## src/rtl/mips_tb_pkg.sv

```systemverilog
// ----------------------------------------------------------------------------
// mips_tb_pkg
// Shared types for the MIPS store-sequence checker.
//   memwrite_t  : encoding of the data-memory write strobe/size.
//   chk_state_t : checker FSM states (RUN is live, PASS/FAIL are terminal).
//   fail_code_t : reason reported on the fail_code output.
//   size_mask() : data compare mask for a given store size.
// ----------------------------------------------------------------------------
package mips_tb_pkg;

    typedef enum logic [1:0] {
        MW_NONE = 2'b00,
        MW_BYTE = 2'b01,
        MW_HALF = 2'b10,
        MW_WORD = 2'b11
    } memwrite_t;

    typedef enum logic [1:0] {
        RUN  = 2'd0,
        PASS = 2'd1,
        FAIL = 2'd2
    } chk_state_t;

    typedef enum logic [1:0] {
        FC_NONE    = 2'b00,
        FC_ADDR    = 2'b01,
        FC_DATA    = 2'b10,
        FC_TIMEOUT = 2'b11
    } fail_code_t;

    // Store data is right-aligned, so only the low bytes of the bus carry
    // meaning for sub-word stores.
    function automatic logic [31:0] size_mask(input memwrite_t mw);
        logic [31:0] mask;
        case (mw)
            MW_BYTE: mask = 32'h0000_00FF;
            MW_HALF: mask = 32'h0000_FFFF;
            MW_WORD: mask = 32'hFFFF_FFFF;
            default: mask = 32'h0000_0000;
        endcase
        return mask;
    endfunction

endpackage

```

## src/rtl/store_match.sv

```systemverilog
// ----------------------------------------------------------------------------
// store_match
// Purely combinational compare of the live store bus against one expected
// store entry.
//   exp_addr/exp_data/exp_size : the expected entry.
//   memwrite/dataadr/writedata : the live data-memory write port.
//   addr_hit : address equal.
//   data_hit : size equal and data equal under the size mask.
// ----------------------------------------------------------------------------
module store_match
    import mips_tb_pkg::*;
#(
    parameter int ADDR_W = 32,
    parameter int DATA_W = 32
) (
    input  logic [ADDR_W-1:0] exp_addr,
    input  logic [DATA_W-1:0] exp_data,
    input  logic [1:0]        exp_size,
    input  logic [1:0]        memwrite,
    input  logic [ADDR_W-1:0] dataadr,
    input  logic [DATA_W-1:0] writedata,
    output logic              addr_hit,
    output logic              data_hit
);

    logic [DATA_W-1:0] mask;
    logic              size_eq;

    always_comb begin
        mask     = size_mask(memwrite_t'(memwrite));
        size_eq  = (memwrite == exp_size);
        addr_hit = (dataadr == exp_addr);
        // Size must match first, so masking with the live size is the same as
        // masking with the expected size whenever data_hit can be true.
        data_hit = size_eq && (((writedata ^ exp_data) & mask) == '0);
    end

endmodule

```

## config.mk

```make
export PLATFORM = sky130hd
export DESIGN_NAME = store_match
export DESIGN_NICKNAME = d
export VERILOG_FILES = /design/src/rtl/mips_tb_pkg.sv /design/src/rtl/store_match.sv
export SDC_FILE = /design/constraint.sdc
export NUM_CORES = 1
export LEC_CHECK = 0
export ABC_AREA = 1
export CELL_PAD_IN_SITES_DETAIL_PLACEMENT = 2
export CELL_PAD_IN_SITES_GLOBAL_PLACEMENT = 2
export CORE_ASPECT_RATIO = 1.2
export CORE_UTILIZATION = 11
export DETAILED_ROUTE_END_ITERATION = 16
export PLACE_DENSITY = 0.91
export SYNTH_ARGS = -nofsm -noshare
export SYNTH_HDL_FRONTEND = slang
export SYNTH_SLANG_ARGS = --single-unit
```

## constraint.sdc

```tcl
create_clock -name vclk -period 1.1
set_input_delay 0.11 -clock vclk [all_inputs]
set_output_delay 0.11 -clock vclk [all_outputs]
set_load 0.02 [all_outputs]
```

### Word level (Yosys, flattened, before mapping)

Index checks and enable logic that the tools add are counted.

* equal/unequal tests: 5
* muxes and demuxes: 1
* bitwise operators: 2
* reductions and logical operators: 2

Operators by type and width (count)
* one-hot mux 32 bit (3 select lines): 1
* AND 32 bit: 1
* equality test 32 bit: 1
* logical NOT 32 bit: 1
* XOR 32 bit: 1
* equality test 2 bit (second input constant): 2
* equality test 2 x 1 -> 1 bit (second input constant): 1
* equality test 2 bit: 1
* logical AND 1 bit: 1

* register bits: 0
* bits of input ports: 132
* output and inout port bits: 2
* logic and storage cells: 10

### Logic depth before layout (Yosys ltp)

* word-level depth: 5
* gate-level depth with buffers: 10
* gate-level depth less buffers: 10

### Worst setup path before layout

No wires, ideal clock.

* path type: input -> output
* start: input exp_data[16]
* end: output data_hit
* arrival: 0.990 ns
* required time: 0.990 ns
* path slack: 0.000 ns
* stages: 8
* path buffers: 0
* cells stage by stage: or2_2 nand3_1 nand2_1 inv_1 nand2_1 nor2_1 nand2_1 nor2_1

* word-level cells in the longest chain between the ends: 4

RTL lines
* start, declared: RTL line store_match.sv:17 `input logic [DATA_W-1:0] exp_data,`
* XOR 32 bit: RTL line store_match.sv:35 `data_hit = size_eq && (((writedata ^ exp_data) & mask) == '0);`
* AND 32 bit: RTL line store_match.sv:35
* logical NOT 32 bit: RTL line store_match.sv:35
* logical AND 1 bit: RTL line store_match.sv:35
* end, declared: RTL line store_match.sv:23 `output logic data_hit`

Every way passes these cells.

### Final worst setup path

* start: input dataadr[1]
* end: output addr_hit

* word-level cells in the longest chain between the ends: 1

RTL lines
* start, declared: RTL line store_match.sv:20 `input logic [ADDR_W-1:0] dataadr,`
* equality test 32 bit: RTL line store_match.sv:32 `addr_hit = (dataadr == exp_addr);`
* end, declared: RTL line store_match.sv:22 `output logic addr_hit,`

Every way passes these cells.

==> flow_summary.yaml <==
die:
  design.die.area_sq_um: 11200
  core_sq_um: 10500
  rows: 41
  initial_utilization_pct: 11.3
  floorplan_die_width_microns: 96.6
  num_io_pins: 134
  die_h_microns: 116
cells_and_area:
  seqCellArea_sq_um: 0
  instances_no_fill: 501
  flops_and_latches: 0
  antenna_diode_count: 0
  layout_nets: 506
  area_growth_pct: 120
  n_clock_buffer: 0
  drive_gt1_share_pct: 22.6
sta:
  finalSetupViolations: 2
  worst-slew-pin-transition_ns: 0.187
  drv_slew: 0
  final_min_period_over_clock_period_pct: 112
  min_period_ns: 1.23
  max-slew-margin-rel_pct: 87.4
  timing.fmax_mhz: 813
  rsz0062_at_grt: "true"
  postLayoutSetupSlackWorst_ns: -0.130
  finalHoldViolations: 0
placed_design:
  place.port_buffers: 134
  post-dp-hpwl_microns: 5320
  gp_congestion: 0.659
  numPlacedInstances: 498
status:
  status: "finished, violations left"
  violations_in_the_final_reports: "negative setup slack"
route:
  via_count: 1933
  wl_per_instance_microns: 11.5
  detail-route-antenna-nets: 0
  drt_first_pass_iters: 4
  route.detailed.drc: 0
  routed_wirelength_microns: 5760
  drtIter0Drc: 17
  vias_per_cell: 3.86
synthesis:
  portion_of_the_post_synthesis_area_used_by_sequential_elements_pct: 0
  postSynthNetCount: 367
  synth.top_cells.by_count: "81 x sky130_fd_sc_hd__nand2_1, 58 x sky130_fd_sc_hd__inv_1, 35 x sky130_fd_sc_hd__xnor2_1"
  syn_area_sq_um: 1180
  netlist_top_cells_area: "sky130_fd_sc_hd__xnor2_1 26%, sky130_fd_sc_hd__nand2_1 26%, sky130_fd_sc_hd__inv_1 18%"
  post-synth-top-area-fraction_pct: 26.0
  synthesized_area_fraction_occupied_by_ao_oa_aoi_and_oai_cells_pct: 1.27
  avgSynthCellArea_sq_um: 5.03
  post_synth_xor_area_fraction_pct: 26.0
  yosys-mux-area-fraction_pct: 0
  cell_taking_the_most_area_after_synthesis: "sky130_fd_sc_hd__xnor2_1"
  yosys.cell_types.count: 15
  synthSimpleGateAreaFrac_pct: 51.7
  yosysWarningCount: 0
  postSynthCellCount: 235
  post_synth_fa_ha_maj_area_fraction_pct: 0
  synth_top_family_by_area: "simple AND/OR/NAND/NOR gates"
  post-synth-top-count-cell: "sky130_fd_sc_hd__nand2_1"
worst_setup_path:
  worst_ep_required_time_ns: 0.99
  critical_path.max_stage_delay_ns: 0.20
  cpMaxStageDelayCell: "sky130_fd_sc_hd__or2_0"
  critPathLaunchType: "primary input"
  criticalPathCategory: "primary input to primary output"
  crit_path_max_fanout: 2
  top_cell_by_count_worst_path: "sky130_fd_sc_hd__nor2_1"
  critical_path.cell_chain: "buf_6, or2_0, a21oi_1, nand3_1, nor2_1, nand2_1, nor2_1, buf_4"
  endpoint_kind: "primary output"
  cp_data_arrival_time_ns: 1.12
cts:
  cts_hold_buffers: 0
grt:
  grt_util_all_layers_pct: 9.63
  initial_antenna_violation_count: 0
  grt_overflow_total: 0
  via_count_of_the_first_global_routing_pass: 2140
  grt_max_degree: 9
  grt_first_pass_wirelength_microns: 8650
power:
  power.static_leakage_nw: 1.38
  post-layout-total-power_uw: 787
  clockPowerShare_pct: 0
  p_int_uw: 455
  power.combinational.fraction_pct: 100.0
  power.share.switching_pct: 42.1
  maximum_vdd_drop_v: 0.0000986
  power_switching_uw: 332
  power.density_nw_per_um2: 303
  power_frac_seq_pct: 0
job:
  max-cap-violations: 0
worst_hold_path:
  holdPathStages: 7
  min_from: "memwrite[1]"
  hold_end: "data_hit"
  hp-class: "primary input to primary output"
==> logic make-up after synthesis <==
logic type	after synthesis
simple gates	136
buf+inv	61
xor+xnor	35
compound gates	3
==> layout make-up <==
cell class | count | area, sq um
timing repair buffer | 138 | 1170
multi-input combinational | 174 | 1040
inverter | 59 | 229
tap | 129 | 161
fill | 1288 | 7860
timing repair inverter | 1 | 6.26
==> routing by layer <==
metal  track usage (%)  up-vias  share of wire [%]
met4                 0        0                  0
li1                  -      969                  -
met5                 0        -                  0
met3              1.97        0                8.4
met1              8.42      887                 32
met2              22.2       77                 59
==> critical path, delay by kind of cell <==
kind            cells  cell delay (ns)
compound gates      1             0.15
buf+inv             2             0.24
simple gates        5             0.62
==> worst max-delay path by stage <==
| stage | startpoint | end | slack (ns) | cells after the start |
|---|---|---|---|---|
| 2_1_floorplan | exp_addr[1] | addr_hit | 0.06 | 6 |
| 3_3_place_gp | memwrite[1] | data_hit | -0.95 | 10 |
| 3_5_place_dp | memwrite[1] | data_hit | -0.96 | 10 |
| 4_1_cts | dataadr[1] | addr_hit | -0.11 | 8 |
| 5_1_grt | dataadr[1] | addr_hit | -0.20 | 8 |
| 6_report | dataadr[1] | addr_hit | -0.13 | 8 |
==> per-stage QoR <==
| step | TNS (ns) | utilization [%] | setup slack [ns] | hold slack [ns] | area [sq um] |
|---|---|---|---|---|---|
| 6_report | -0.223 | 24.9 | -0.130 | 0.815 | 2600 |
| 2_1_floorplan | 0 | - | 0.0557 | 0.453 | 1180 |
| 3_3_place_gp | -1.85 | 25.6 | -0.946 | 1.48 | 2680 |
| 4_1_cts | -0.220 | 24.3 | -0.110 | 0.821 | 2540 |
| 5_1_grt | -0.378 | 24.9 | -0.196 | 0.864 | 2600 |
| 3_5_place_dp | -1.91 | 25.6 | -0.961 | 1.50 | 2680 |
==> power groups by stage <==
stage	sequential [mW]	clock, mW	combinational [mW]
floorplan	0	0	0.313
global route	0	0	0.875
finish	0	0	0.787
CTS	0	0	0.777
detailed placement	0	0	0.899
global placement	0	0	0.854
==> placed cells by master, fill, tap and decap left out, drive strengths merged <==
master and n:
nand2 82, inv 60, dlygate4sd2 58, clkdlybuf4s15 42, buf 38, xnor2 35, nand3 24, nor2 15
nand4 9, or2 6, o21ai 2, a21oi 1
==> repair_timing <==
item / in CTS / in global routing
endpoints found under the setup margin: 2 / 2
gates cloned: 2 / 0
resized for setup: 297 / 30
buffers inserted: 1 / 0
pin swaps: 97 / 34
Power figures use the tool's default switching activity.
